===== config.mk =====
export PLATFORM = sky130hd
export DESIGN_NAME = msg_header_mux_flat
export DESIGN_NICKNAME = d
export VERILOG_FILES = /design/src/rtl/msg_header_mux_pkg.sv /design/src/rtl/msg_header_mux_if.sv /design/src/rtl/msg_header_mux_rom.sv /design/src/rtl/msg_header_mux.sv /design/src/flat_wrapper.sv
export SDC_FILE = /design/constraint.sdc
export NUM_CORES = 1
export LEC_CHECK = 0
export ABC_AREA = 0
export CORE_MARGIN = 1
export CORE_UTILIZATION = 56
export DETAILED_ROUTE_END_ITERATION = 16
export GPL_TIMING_DRIVEN = 1
export PLACE_DENSITY_LB_ADDON = 0.08
export REMOVE_ABC_BUFFERS = 1
export SYNTH_ARGS = -nofsm -noshare
export SYNTH_HDL_FRONTEND = slang
export SYNTH_SLANG_ARGS = --single-unit

===== constraint.sdc =====
create_clock -name Clock -period 3.85 [get_ports Clock]
set_input_delay 0.77 -clock Clock [delete_from_list [all_inputs] [get_ports Clock]]
set_output_delay 0.77 -clock Clock [all_outputs]
set_load 0.02 [all_outputs]

===== src/rtl/msg_header_mux_pkg.sv =====
// Shared message-framing definitions for the transmit and receive paths:
// sync bytes, header layout, state encoding and the length clamp.
package msg_header_mux_pkg;

  localparam logic [7:0] SyncByte1       = 8'h34;
  localparam logic [7:0] SyncByte2       = 8'h12;
  localparam int         HeaderByteCount = 8;

  // Byte offsets inside the 8-byte header (low byte of each field first)
  localparam logic [2:0] SyncLow       = 3'd0;
  localparam logic [2:0] SyncHigh      = 3'd1;
  localparam logic [2:0] ByteCountLow  = 3'd2;
  localparam logic [2:0] ByteCountHigh = 3'd3;
  localparam logic [2:0] MsgIdLow      = 3'd4;
  localparam logic [2:0] MsgIdHigh     = 3'd5;
  localparam logic [2:0] SeqLow        = 3'd6;
  localparam logic [2:0] SeqHigh       = 3'd7;

  // State encoding
  localparam logic [2:0] StIdle       = 3'd0;
  localparam logic [2:0] StLoadHeader = 3'd1;
  localparam logic [2:0] StSendHeader = 3'd2;
  localparam logic [2:0] StClearAddr  = 3'd3;
  localparam logic [2:0] StWaitRam    = 3'd4;
  localparam logic [2:0] StSendData   = 3'd5;
  localparam logic [2:0] StMsgSent    = 3'd6;

  typedef enum logic [2:0] {
    IDLE        = StIdle,
    LOAD_HEADER = StLoadHeader,
    SEND_HEADER = StSendHeader,
    CLEAR_ADDR  = StClearAddr,
    WAIT_RAM    = StWaitRam,
    SEND_DATA   = StSendData,
    MSG_SENT    = StMsgSent
  } state_t;

  // Effective message length: never shorter than a header, never above the maximum
  function automatic logic [15:0] clamp_len(input logic [15:0] byte_count,
                                            input logic [15:0] max_count);
    logic [15:0] len;
    if (byte_count < 16'(HeaderByteCount)) begin
      len = 16'(HeaderByteCount);
    end else if (byte_count > max_count) begin
      len = max_count;
    end else begin
      len = byte_count;
    end
    return len;
  endfunction

endpackage


===== src/rtl/msg_header_mux_if.sv =====
// Controller / data RAM / serializer signal bundle around msg_header_mux.
// slave is the mux's view; master is the surrounding system's view.
interface msg_header_mux_if;

  logic        Send;
  logic [15:0] MessageID;
  logic [15:0] ByteCount;
  logic        Busy;
  logic        MessageSent;
  logic [15:0] SequenceNumber;
  logic        ClearDataByteAddr;
  logic        NextDataByte;
  logic [7:0]  DataByte;
  logic [7:0]  TxByte;
  logic        TxValid;
  logic        TxReady;

  modport master (
    output Send, MessageID, ByteCount, DataByte, TxReady,
    input  Busy, MessageSent, SequenceNumber, ClearDataByteAddr, NextDataByte,
           TxByte, TxValid
  );

  modport slave (
    input  Send, MessageID, ByteCount, DataByte, TxReady,
    output Busy, MessageSent, SequenceNumber, ClearDataByteAddr, NextDataByte,
           TxByte, TxValid
  );

endinterface


===== src/rtl/msg_header_mux_rom.sv =====
// Header byte selector: picks one of the eight header bytes by index.
module msg_header_mux_rom
  import msg_header_mux_pkg::*;
(
  input  logic [2:0]  index,
  input  logic [15:0] len,
  input  logic [15:0] msg_id,
  input  logic [15:0] seq,
  output logic [7:0]  hdr_byte
);

  // 8-to-1 byte select, low byte of each field first
  always_comb begin
    hdr_byte = 8'h00;
    case (index)
      SyncLow:       hdr_byte = SyncByte1;
      SyncHigh:      hdr_byte = SyncByte2;
      ByteCountLow:  hdr_byte = len[7:0];
      ByteCountHigh: hdr_byte = len[15:8];
      MsgIdLow:      hdr_byte = msg_id[7:0];
      MsgIdHigh:     hdr_byte = msg_id[15:8];
      SeqLow:        hdr_byte = seq[7:0];
      SeqHigh:       hdr_byte = seq[15:8];
      default:       hdr_byte = 8'h00;
    endcase
  end

endmodule


===== src/rtl/msg_header_mux.sv =====
// Transmit message serializer: emits an 8-byte header followed by payload
// bytes fetched from the transmit data RAM, one byte per serializer handshake.
module msg_header_mux
  import msg_header_mux_pkg::*;
#(
  parameter logic [15:0] MaxByteCount = 16'd264,
  parameter int          RamLatency   = 1
) (
  input logic             Clock,
  input logic             Clear,
  msg_header_mux_if.slave bus
);

  localparam logic [1:0]  RamLatW = 2'(RamLatency);
  localparam logic [15:0] HdrLen  = 16'(HeaderByteCount);

  state_t      state_r, state_s;
  logic [15:0] cnt_r, len_r, msg_id_r, seq_cap_r, seq_r;
  logic [1:0]  wait_r;
  logic [7:0]  tx_byte_r;
  logic        tx_valid_r, busy_r, msg_sent_r, clr_addr_r;
  logic [7:0]  hdr_byte_s;
  logic [15:0] cnt_inc_s;
  logic        wait_done_s, next_byte_s;

  assign cnt_inc_s   = cnt_r + 16'd1;
  // WaitRam lasts RamLatency+1 cycles so DataByte has settled at the capture edge
  assign wait_done_s = (wait_r == RamLatW);

  msg_header_mux_rom u_rom (
    .index    (cnt_r[2:0]),
    .len      (len_r),
    .msg_id   (msg_id_r),
    .seq      (seq_cap_r),
    .hdr_byte (hdr_byte_s)
  );

  // State register
  always_ff @(posedge Clock or posedge Clear) begin
    if (Clear) begin
      state_r <= IDLE;
    end else begin
      state_r <= state_s;
    end
  end

  // Next-state logic; NextDataByte must coincide with the accepted data byte
  always_comb begin
    state_s     = state_r;
    next_byte_s = 1'b0;
    case (state_r)
      IDLE: begin
        if (bus.Send) state_s = LOAD_HEADER;
        else          state_s = IDLE;
      end
      LOAD_HEADER: state_s = SEND_HEADER;
      SEND_HEADER: begin
        if (bus.TxReady) begin
          if (cnt_inc_s < HdrLen)   state_s = LOAD_HEADER;
          else if (len_r == HdrLen) state_s = MSG_SENT;
          else                      state_s = CLEAR_ADDR;
        end else begin
          state_s = SEND_HEADER;
        end
      end
      CLEAR_ADDR: state_s = WAIT_RAM;
      WAIT_RAM: begin
        if (wait_done_s) state_s = SEND_DATA;
        else             state_s = WAIT_RAM;
      end
      SEND_DATA: begin
        if (bus.TxReady) begin
          if (cnt_inc_s == len_r) begin
            state_s = MSG_SENT;
          end else begin
            next_byte_s = 1'b1;
            state_s     = WAIT_RAM;
          end
        end else begin
          state_s = SEND_DATA;
        end
      end
      MSG_SENT: state_s = IDLE;
      default:  state_s = IDLE;
    endcase
  end

  // Registered status outputs, decoded from the state being entered
  always_ff @(posedge Clock or posedge Clear) begin
    if (Clear) begin
      tx_valid_r <= 1'b0;
      busy_r     <= 1'b0;
      msg_sent_r <= 1'b0;
      clr_addr_r <= 1'b0;
    end else begin
      tx_valid_r <= (state_s == SEND_HEADER) || (state_s == SEND_DATA);
      busy_r     <= (state_s != IDLE);
      msg_sent_r <= (state_s == MSG_SENT);
      clr_addr_r <= (state_s == CLEAR_ADDR);
    end
  end

  // Message capture on an accepted Send, byte counter on every transfer
  always_ff @(posedge Clock or posedge Clear) begin
    if (Clear) begin
      cnt_r     <= 16'd0;
      len_r     <= 16'd0;
      msg_id_r  <= 16'd0;
      seq_cap_r <= 16'd0;
    end else if ((state_r == IDLE) && bus.Send) begin
      cnt_r     <= 16'd0;
      len_r     <= clamp_len(bus.ByteCount, MaxByteCount);
      msg_id_r  <= bus.MessageID;
      seq_cap_r <= seq_r;
    end else if (((state_r == SEND_HEADER) || (state_r == SEND_DATA)) && bus.TxReady) begin
      cnt_r <= cnt_inc_s;
    end else begin
      cnt_r <= cnt_r;
    end
  end

  // RAM latency counter, restarted on every entry into WaitRam
  always_ff @(posedge Clock or posedge Clear) begin
    if (Clear) begin
      wait_r <= 2'd0;
    end else if ((state_r == WAIT_RAM) && !wait_done_s) begin
      wait_r <= wait_r + 2'd1;
    end else begin
      wait_r <= 2'd0;
    end
  end

  // Output byte register: only loaded when entering a Send state, so it is stable while offered
  always_ff @(posedge Clock or posedge Clear) begin
    if (Clear) begin
      tx_byte_r <= 8'h00;
    end else if (state_r == LOAD_HEADER) begin
      tx_byte_r <= hdr_byte_s;
    end else if ((state_r == WAIT_RAM) && wait_done_s) begin
      tx_byte_r <= bus.DataByte;
    end else begin
      tx_byte_r <= tx_byte_r;
    end
  end

  // Sequence number advances only for completed messages (captured value + 1)
  always_ff @(posedge Clock or posedge Clear) begin
    if (Clear) begin
      seq_r <= 16'd0;
    end else if (state_r == MSG_SENT) begin
      seq_r <= seq_cap_r + 16'd1;
    end else begin
      seq_r <= seq_r;
    end
  end

  assign bus.TxByte            = tx_byte_r;
  assign bus.TxValid           = tx_valid_r;
  assign bus.Busy              = busy_r;
  assign bus.MessageSent       = msg_sent_r;
  assign bus.ClearDataByteAddr = clr_addr_r;
  assign bus.NextDataByte      = next_byte_s;
  assign bus.SequenceNumber    = seq_r;

endmodule


===== src/flat_wrapper.sv =====
// flat-port wrapper written by rule: the top's interface ports become plain ports
module msg_header_mux_flat import msg_header_mux_pkg::*;
#(
  parameter logic [15:0] MaxByteCount = 16'd264,
  parameter int          RamLatency   = 1
)
  (Clock, Clear, bus_Send, bus_MessageID, bus_ByteCount, bus_DataByte, bus_TxReady, bus_Busy, bus_MessageSent, bus_SequenceNumber, bus_ClearDataByteAddr, bus_NextDataByte, bus_TxByte, bus_TxValid);
  msg_header_mux_if bus_i ();
  input logic Clock;
  input logic Clear;
  input wire logic [$bits(bus_i.Send)-1:0] bus_Send;
  input wire logic [$bits(bus_i.MessageID)-1:0] bus_MessageID;
  input wire logic [$bits(bus_i.ByteCount)-1:0] bus_ByteCount;
  input wire logic [$bits(bus_i.DataByte)-1:0] bus_DataByte;
  input wire logic [$bits(bus_i.TxReady)-1:0] bus_TxReady;
  output wire logic [$bits(bus_i.Busy)-1:0] bus_Busy;
  output wire logic [$bits(bus_i.MessageSent)-1:0] bus_MessageSent;
  output wire logic [$bits(bus_i.SequenceNumber)-1:0] bus_SequenceNumber;
  output wire logic [$bits(bus_i.ClearDataByteAddr)-1:0] bus_ClearDataByteAddr;
  output wire logic [$bits(bus_i.NextDataByte)-1:0] bus_NextDataByte;
  output wire logic [$bits(bus_i.TxByte)-1:0] bus_TxByte;
  output wire logic [$bits(bus_i.TxValid)-1:0] bus_TxValid;
  assign bus_i.Send = bus_Send;
  assign bus_i.MessageID = bus_MessageID;
  assign bus_i.ByteCount = bus_ByteCount;
  assign bus_i.DataByte = bus_DataByte;
  assign bus_i.TxReady = bus_TxReady;
  assign bus_Busy = bus_i.Busy;
  assign bus_MessageSent = bus_i.MessageSent;
  assign bus_SequenceNumber = bus_i.SequenceNumber;
  assign bus_ClearDataByteAddr = bus_i.ClearDataByteAddr;
  assign bus_NextDataByte = bus_i.NextDataByte;
  assign bus_TxByte = bus_i.TxByte;
  assign bus_TxValid = bus_i.TxValid;
  msg_header_mux #(.MaxByteCount(MaxByteCount), .RamLatency(RamLatency)) u_core (.Clock(Clock), .Clear(Clear), .bus(bus_i));
endmodule

-- Word level (Yosys, flattened, before mapping)
Cells that the tools add are included.
- add/subtract/negate cells: 3
- magnitude comparators: 3
- eq/ne operators: 20
- muxes and demuxes: 19
- reduce and logical (&&, ||, !) cells: 12
- operators by type and width (operator ; number):
    2-to-1 mux 16 bit ; 4
    one-hot mux 8 bit (8 select lines) ; 1
    adder 16 x 1 -> 16 bit, second input constant ; 2
    < comparator 16 x 4 -> 1 bit, second input constant ; 2
    == test 3 bit, second input constant ; 9
    == test 3 x 2 -> 1 bit, second input constant ; 6
    one-hot mux 3 bit (6 select lines) ; 1
    == test 16 bit ; 1
    == test 16 x 4 -> 1 bit, second input constant ; 1
    greater-than comparator 16 x 9 -> 1 bit, second input constant ; 1
    2-to-1 mux 8 bit ; 2
    2-to-1 mux 3 bit ; 3
    == test 3 x 1 -> 1 bit, second input constant ; 2
    logical NOT 3 bit ; 2
    2-to-1 mux 2 bit ; 3
    2-to-1 mux 1 bit ; 5
    logical AND 1 bit ; 4
    nonzero test 2 bit ; 2
    nonzero test 3 bit ; 1
    adder 2 x 1 -> 2 bit, second input constant ; 1
    == test 2 x 1 -> 1 bit, second input constant ; 1
    logical OR 1 bit ; 2
    logical NOT 1 bit ; 1
- flip-flop bits (word level): 97
- input bits: 44
- output and inout port bits: 29
- word-level logic and storage cells: 69

-- Logic depth before layout (Yosys ltp)
Gate-level depths: netlist of run 1.
- depth in word-level cells: 7
- mapped depth: 10
- mapped depth without buffers: 9

-- Cells and area by module
A second synthesis of run 1 with hierarchy kept.
- cells, all modules: 604
- area total of the unflattened synthesis: 5469.0 um^2
- by module, submodules not included (module ; times used ; cells each ; area an instance (um^2) ; sequential area each (um^2)):
    msg_header_mux ; 1 ; 543 ; 4984.8 ; 2427.3
    msg_header_mux_rom ; 1 ; 61 ; 484.2 ; 0.0

-- Least setup slack after synthesis of run 1
Ideal clock, no wire load.
- path type: reg-to-output
- start: reg u_core.cnt_r[1]
- end: out bus_NextDataByte
- data arrival time: 2.499 ns
- required time: 3.080 ns
- path slack: 0.581 ns
- stages on the path, launching flop included: 9
- buffers on the path: 1
- cell sequence: dfrtp_1 -> ha_1 -> and3_1 -> buf_6 -> mux2i_1 -> a221o_1 -> or4_1 -> nor4_2 -> a21oi_1
- word-level cells in the longest chain between the ends: 5
- RTL lines (item ; RTL line ; RTL):
    start: declaration ; msg_header_mux.sv:18 ; logic [15:0] cnt_r, len_r, msg_id_r, seq_cap_r, seq_r;
    start signal: assignment ; msg_header_mux.sv:116 ; cnt_r <= cnt_inc_s;
    start signal: assignment ; msg_header_mux.sv:118 ; cnt_r <= cnt_r;
    adder 16 x 1 -> 16 bit ; msg_header_mux.sv:26 ; assign cnt_inc_s = cnt_r + 16'd1;
    == test 16 bit ; msg_header_mux.sv:73 ; if (cnt_inc_s == len_r) begin
    2-to-1 mux 1 bit ; msg_header_mux.sv:73 ;
    2-to-1 mux 1 bit ; msg_header_mux.sv:72 ; if (bus.TxReady) begin
    2-to-1 mux 1 bit ; msg_header_mux.sv:51 ; case (state_r)
    end: declaration ; flat_wrapper.sv:20 ; output wire logic [$bits(bus_i.NextDataByte)-1:0] bus_NextDataByte;
Every way passes these cells.

-- Final worst setup path of run 1
- start: reg u_core.cnt_r[0]
- end: out bus_NextDataByte
The elaborated chain is that of the path after synthesis.

==> results of run 1 <==
## worst register-to-register path, cell delays in order, from the launching register on
cell                       delay (ns)
sky130_fd_sc_hd__dfrtp_1         0.40
sky130_fd_sc_hd__ha_1            0.25
sky130_fd_sc_hd__and3_1          0.24
sky130_fd_sc_hd__buf_4           0.16
sky130_fd_sc_hd__or4_1           0.42
sky130_fd_sc_hd__a221oi_1        0.45
sky130_fd_sc_hd__nor4b_1         0.49
sky130_fd_sc_hd__nand2_1         0.19
sky130_fd_sc_hd__a211oi_2        0.38
sky130_fd_sc_hd__nand4b_1        0.15
## stage by stage
step | total power, mW | setup WS (ns) | hold WS, ns
floorplan | 2.55 | -0.751 | 0.407
finish | 3.88 | 0.126 | 0.439
CTS | 3.86 | 0.0664 | 0.447
global route | 4.13 | 0.0212 | 0.463
global placement | 3.18 | 0.144 | 0.419
detailed placement | 3.22 | 0.120 | 0.434
## layer usage
layer  part of all wire  track usage  up-vias
met2               0.47        0.482      200
met3              0.068       0.0606       12
met5                  0            0        -
met4             0.0079       0.0658        0
met1               0.46        0.416     2375
li1                   -            -     2320
## cell families after synthesis
family,after synthesis
simple gates,270
compound gates,143
flops,97
buf+inv,61
xor+xnor,34
mux,8
fa+ha+maj,8
## Yosys cell counts (all sizes together) (2+ instances only)
cell type / count / share of area
o211ai: 3 / 0.0042
nand2: 150 / 0.10
o2111ai: 2 / 0.0032
xnor2: 13 / 0.021
nand4: 11 / 0.014
nor2b: 6 / 0.0069
o21bai: 2 / 0.0028
nand3b: 2 / 0.0028
nand2b: 7 / 0.0081
nor4: 10 / 0.014
mux2i: 6 / 0.011
ha: 8 / 0.018
o31ai: 9 / 0.012
nor3b: 3 / 0.0042
a31oi: 6 / 0.0069
nor4b: 3 / 0.0060
buf: 12 / 0.014
o221ai: 3 / 0.0048
and2: 10 / 0.012
xor2: 21 / 0.034
and4: 6 / 0.0097
nor3: 6 / 0.0055
a21oi: 16 / 0.015
a211oi: 4 / 0.0074
nand3: 19 / 0.018
a311oi: 3 / 0.0048
dfrtp: 97 / 0.45
clkbuf: 37 / 0.026
or4: 3 / 0.0042
a222oi: 7 / 0.013
a22o: 6 / 0.0097
and3: 7 / 0.0083
a221oi: 10 / 0.016
nor2: 23 / 0.016
or3: 2 / 0.0023
mux2: 2 / 0.0042
inv: 12 / 0.0083
o21ai: 57 / 0.053
a21boi: 2 / 0.0028
## sequential cells by signal, summed over array words and instances (netlist names)
register                      count
u_core.bus.Busy                   1
u_core.bus.ClearDataByteAddr      1
u_core.bus.MessageSent            1
u_core.bus.SequenceNumber        16
u_core.bus.TxByte                 8
u_core.bus.TxValid                1
u_core.cnt_r                     16
u_core.len_r                     16
u_core.msg_id_r                  16
u_core.seq_cap_r                 16
u_core.state_r                    3
u_core.wait_r                     2
## what timing repair did
action | CTS | global route
gates resized for setup | 2 | 3
pin swaps | 1 | 2
endpoints found under the setup margin | 1 | 1
## cell type report
cell class	instances	area, µm²	area share
clock buffer	9	124	0.0190
clock inverter	6	57.6	0.00884
inverter	12	46.3	0.00711
multi-input combinational	463	2760	0.425
sequential	97	2430	0.373
tap	129	161	0.0248
timing repair buffer	100	930	0.143
## how the worst max path moves through the flow
stage / slack, ns / endpoint / start / cells past startpoint
2_1_floorplan: -0.75 / u_core.len_r[3] / bus_Send / 5
3_3_place_gp: 0.14 / bus_NextDataByte / u_core.cnt_r[0] / 8
3_5_place_dp: 0.12 / bus_NextDataByte / u_core.cnt_r[0] / 10
4_1_cts: 0.07 / bus_NextDataByte / u_core.cnt_r[3] / 7
5_1_grt: 0.02 / bus_NextDataByte / u_core.cnt_r[0] / 9
6_report: 0.13 / bus_NextDataByte / u_core.cnt_r[0] / 9
## where the power goes
part	leakage, nW	switching (mW)	internal (mW)	total, mW
sequential	1.28	0.240	1.26	1.50
clock	0.0941	0.391	0.248	0.639
combinational	1.45	1.04	0.709	1.75
==> flow_metrics.tcl, run 1 <==
set metrics [dict create \
    worst_reg_to_reg_path_cell_count 9 \
    cells_after_synth 621 \
    final_common_cell "sky130_fd_sc_hd__nand2_1" \
    required_ns 3.08 \
    die_area_mm2 0.0101 \
    placedCellCount 801 \
    synth-compound-area-share 0.177 \
    clock.fmax_ghz 0.268 \
    synth_sequential_area_ratio 0.448 \
    crit_chain "ha_1, ha_1, xor2_1, o2111a_1, nand4_1, or4_4, nor4_4, a21oi_1, dlygate4sd2_1" \
    synth_top_family_by_area "simple AND/OR/NAND/NOR gates" \
    final_core_utilization 0.698 \
    most_common_cell_on_crit_path "sky130_fd_sc_hd__ha_1" \
    timing.final.crit_period_ns 3.72 \
    drt-initial-drc-count 292 \
    instances_no_fill 816 \
    maxSlewViolCount 0 \
    critical_path.reg2reg.startpoint "u_core.cnt_r[0]" \
    detail_route.vias_per_cell 6.01 \
    clock_tree_from_tritoncts "built" \
    max-cap-violations 0 \
    setup_viol 0 \
    dieHeight_um 100 \
    detailed_route_wire_length_um 14200 \
    most-common-layout-cells "sky130_fd_sc_hd__nand2_1 (149), sky130_fd_sc_hd__dfrtp_1 (97), sky130_fd_sc_hd__clkdlybuf4s50_1 (71), sky130_fd_sc_hd__o21ai_0 (57), sky130_fd_sc_hd__buf_4 (28)" \
    r2r_setup_slack_ns 0.58 \
    dieWidth_um 100 \
    design.core.area_mm2 0.00933 \
    synthMuxAreaShare 0.0152 \
    worstMarginPinSlew_ns 1.09 \
    detailed_router_iteration_count_before_antenna_repair 6 \
    worst_slew_margin_rel 0.274 \
    dpl.hpwl_um 10300 \
    synthesized_flop_and_latch_total 97 \
    cts_made_buffers 9 \
    cts-root-buf "sky130_fd_sc_hd__clkbuf_8" \
    critPathCaptureType "output port" \
    highest_fanout_seen_on_the_critical_path 4 \
    layout_worst_path_cycle_share 0.967 \
    min-delay-start "u_core.wait_r[0]" \
    syn2layout_area_growth_pct 20.1 \
    tritoncts_num_sinks 97 \
    initial_core_utilization 0.581 \
    worstHoldPathCells 1 \
    hold_viol_final 0 \
    drt.antenna.violating_nets 0 \
    route.vias.total 4907 \
    clockBufferDepth 2 \
    antenna-diode-count 0 \
    cts.repair_timing.setup_buffer_count 0 \
    post_dr_wirelength_cell_um 17.4 \
    grt_start_max_net_pins 48 \
    power.density_cell_area_mw_per_mm2 596 \
    async_flop_share 1.00 \
    synth.cell_area_mm2 0.00542 \
    postSynthAreaPerCell_um2 8.73 \
    grt_antenna_before_repair 0 \
    clock_tree.htree_level_count 3 \
    grt_setup_unrepaired "no" \
    criticalPathCategory "flip-flop to output port" \
    yosys.area_share.xor_xnor 0.0550 \
    synthFlopType "sky130_fd_sc_hd__dfrtp_1" \
    hold_worst_path_end "u_core.wait_r[0]" \
    groute.usage.overall 0.298 \
    insertion_delay_ns 0.36 \
    drive_gt1_frac 0.0873 \
    synth_enable_flop_cells 0 \
    run_status "finished, final reports clean" \
    start_kind "flip-flop" \
    worst_path_dominant_cell_family "simple AND/OR/NAND/NOR gates" \
    cts_hold_buf 0 \
    portBuffers 72 \
    critical-path-slowest-cell "sky130_fd_sc_hd__or4_4" \
    leakagePower_nw 2.83 \
    worst-path-buf-inv 1 \
    grt_pass1_vias 4760 \
    route.detailed.drc 0 \
    detailed_place.area_mm2 0.00630 \
    vdd_ir_drop_max_mv 0.319 \
    setup_total_negative_slack_ns 0 \
    grt-ovfl-total 0 \
    clock_pin_slew_on_the_worst_setup_and_hold_paths_ns 0.10 \
    synthAdderAreaFrac 0.0185 \
    arrival_ns 2.95 \
    post_synth_and_or_nand_nor_area_fraction 0.239 \
    timing.rr.end "u_core.bus.Busy" \
    grt_pass1_wl_um 23500 \
    boundaryPins 73 \
    gpl.final_weighted_congestion 0.887 \
    final_design_area_no_fill_mm2 0.00651 \
    nets 735 \
    slowest_delay_ns 0.51 \
    yosys.cell_types.count 64 \
    hold_path_class "flip-flop to flip-flop" \
    clock_skew_ns 0.0158 \
    layout.filler_cells 742 \
    yosys_warning_count 0 \
    std_cell_rows 35 \
]
Power figures use the tool's default switching activity.
==> run 2, diff against run 1 <==
CORE_ASPECT_RATIO = 0.6   (was unset)
SLEW_MARGIN = 20   (was unset)
==> flow_metrics.tcl, run 2 (synthesized netlist as in run 1, its figures left out) <==
set metrics [dict create \
    dpl.hpwl_um 11000 \
    drive_gt1_frac 0.0951 \
    groute.usage.overall 0.328 \
    netSwitchingFraction 0.403 \
    detail_route.vias_per_cell 6.21 \
    vdd_ir_drop_max_mv 0.336 \
    start_kind "flip-flop" \
    run_status "finished, final reports clean" \
    route.detailed.drc 0 \
    grt_start_max_net_pins 55 \
    gr-usage-met1 0.490 \
    clock.fmax_ghz 0.268 \
    layout_worst_path_cycle_share 0.968 \
    detailed_route_wire_length_um 15700 \
    clock_tree.htree_level_count 3 \
    fin_total_pwr_mw 4.30 \
    design.core.area_mm2 0.00929 \
    worst_reg_to_reg_path_cell_count 9 \
    cts-root-buf "sky130_fd_sc_hd__clkbuf_16" \
    grt_use_met2 0.481 \
    drt.antenna.violating_nets 0 \
    portBuffers 72 \
    std_cell_rows 27 \
    seq_power_share 0.349 \
    antenna-diode-count 0 \
    tritoncts_num_sinks 97 \
    power.density_cell_area_mw_per_mm2 642 \
    critPathCaptureType "output port" \
    final_common_cell "sky130_fd_sc_hd__nand2_1" \
    clock_skew_ns 0.00525 \
    nets 742 \
    power.net_switching_mw 1.73 \
    cell_internal_pwr_mw 2.56 \
    route.vias.total 5113 \
    power_frac_comb 0.425 \
    boundaryPins 73 \
    cts_made_buffers 9 \
    insertion_delay_ns 0.35 \
    initial_core_utilization 0.583 \
    highest_fanout_seen_on_the_critical_path 4 \
    dieWidth_um 129 \
    leakagePower_nw 2.92 \
    share_clk_of_total_power 0.226 \
    maxSlewViolCount 0 \
    drt-initial-drc-count 591 \
    globalRoute.busiestLayer "met1" \
    cts_hold_buf 0 \
    arrival_ns 2.96 \
    timing.final.crit_period_ns 3.73 \
    hold_viol_final 0 \
    grt_antenna_before_repair 0 \
    clock_pin_slew_on_the_worst_setup_and_hold_paths_ns 0.07 \
    clockBufferDepth 2 \
    worstHoldPathCells 1 \
    grt_pass1_wl_um 25100 \
    groute.layer.met3.usage 0.0757 \
    die_area_mm2 0.0101 \
    hold_path_class "flip-flop to flip-flop" \
    dieHeight_um 78.2 \
    detailed_router_iteration_count_before_antenna_repair 5 \
    required_ns 3.08 \
    fin_hold_ws_ns 0.440 \
    clock_tree_from_tritoncts "built" \
    grt-ovfl-total 0 \
    setup_viol 0 \
    post_dr_wirelength_cell_um 19.1 \
    max-cap-violations 0 \
    gpl.final_weighted_congestion 0.973 \
    criticalPathCategory "flip-flop to output port" \
    syn2layout_area_growth_pct 23.5 \
    most-common-layout-cells "sky130_fd_sc_hd__nand2_1 (149), sky130_fd_sc_hd__dfrtp_1 (97), sky130_fd_sc_hd__clkdlybuf4s50_1 (71), sky130_fd_sc_hd__o21ai_0 (57), sky130_fd_sc_hd__buf_4 (33)" \
    grt_setup_unrepaired "no" \
    grt_pass1_vias 4827 \
    worst_slew_margin_rel 0.405 \
    worstMarginPinSlew_ns 0.891 \
]
-- run 2: cell count changes in the layout (fill, tap and decap cells not counted), moves of 2 or more --
| cell | before | now |
|---|---|---|
| sky130_fd_sc_hd__clkbuf_16 | 0 | 9 |
| sky130_fd_sc_hd__clkbuf_8 | 9 | 0 |
| sky130_fd_sc_hd__buf_4 | 28 | 33 |
| sky130_fd_sc_hd__bufinv_16 | 0 | 2 |
| sky130_fd_sc_hd__clkinv_4 | 2 | 0 |
| sky130_fd_sc_hd__inv_8 | 2 | 0 |
-- run 2: final timing paths --
check / to / slack [ns] / from
worst min register to register: u_core.wait_r[0] / 0.44 / u_core.wait_r[0]
worst min-delay path: u_core.wait_r[0] / 0.44 / u_core.wait_r[0]
min in group asynchronous: u_core.bus.SequenceNumber[14] / 0.86 / Clear
worst max-delay path: bus_NextDataByte / 0.12 / u_core.cnt_r[0]
worst max register to register: u_core.bus.Busy / 0.38 / u_core.cnt_r[0]
max in group asynchronous: u_core.len_r[1] / 2.25 / Clear
-- run 2: area by class of cell --
class | instances | area, µm²
Clock buffer | 9 | 225
Sequential cell | 97 | 2430
Multi-Input combinational cell | 463 | 2750
Timing Repair Buffer | 107 | 995
Tap cell | 130 | 163
Inverter | 12 | 46.3
Clock inverter | 6 | 90.1
Fill cell | 692 | 2600
-- run 2: metrics by stage --
stage	setup TNS [ns]	std cells	cell area [µm²]	setup slack, ns	util
6_report	0	824	6690	0.124	0.720
5_1_grt	0	824	6690	0.0124	0.720
4_1_cts	0	824	6690	0.0256	0.720
3_5_place_dp	0	809	6370	0.159	0.686
3_3_place_gp	0	809	6370	0.176	0.686
2_1_floorplan	-6.36	572	5210	-0.751	-
-- run 2: worst max-delay path, cell delays in order, from the launching register on --
cell and delay, ns:
sky130_fd_sc_hd__dfrtp_1 0.39, sky130_fd_sc_hd__ha_1 0.26, sky130_fd_sc_hd__and3_1 0.23, sky130_fd_sc_hd__mux2i_1 0.13, sky130_fd_sc_hd__a221o_1 0.35, sky130_fd_sc_hd__or4_1 0.55, sky130_fd_sc_hd__nor4_2 0.28, sky130_fd_sc_hd__buf_4 0.17
sky130_fd_sc_hd__a21oi_1 0.09, sky130_fd_sc_hd__clkbuf_2 0.16
-- run 2: layer usage --
layer	wire length (µm)	vias to the layer above	share of wire
li1	-	2334	-
met1	7230	2457	0.46
met2	6710	301	0.43
met3	1640	21	0.10
met4	158	0	0.010
met5	0	-	0
-- run 2: power groups by stage --
| stage | sequential (mW) | combinational (mW) | clock (mW) |
|---|---|---|---|
| floorplan | 1.60 | 0.949 | 0 |
| global placement | 1.50 | 1.73 | 0 |
| detailed placement | 1.51 | 1.77 | 0 |
| CTS | 1.49 | 1.79 | 0.978 |
| global route | 1.53 | 1.98 | 1.01 |
| finish | 1.50 | 1.83 | 0.970 |
-- run 2: timing repair --
| item | 4_1_cts | 5_1_grt |
|---|---|---|
| setup buffers | 0 | 0 |
| gates resized for setup | 2 | 3 |
| endpoints found under the setup margin | 1 | 1 |
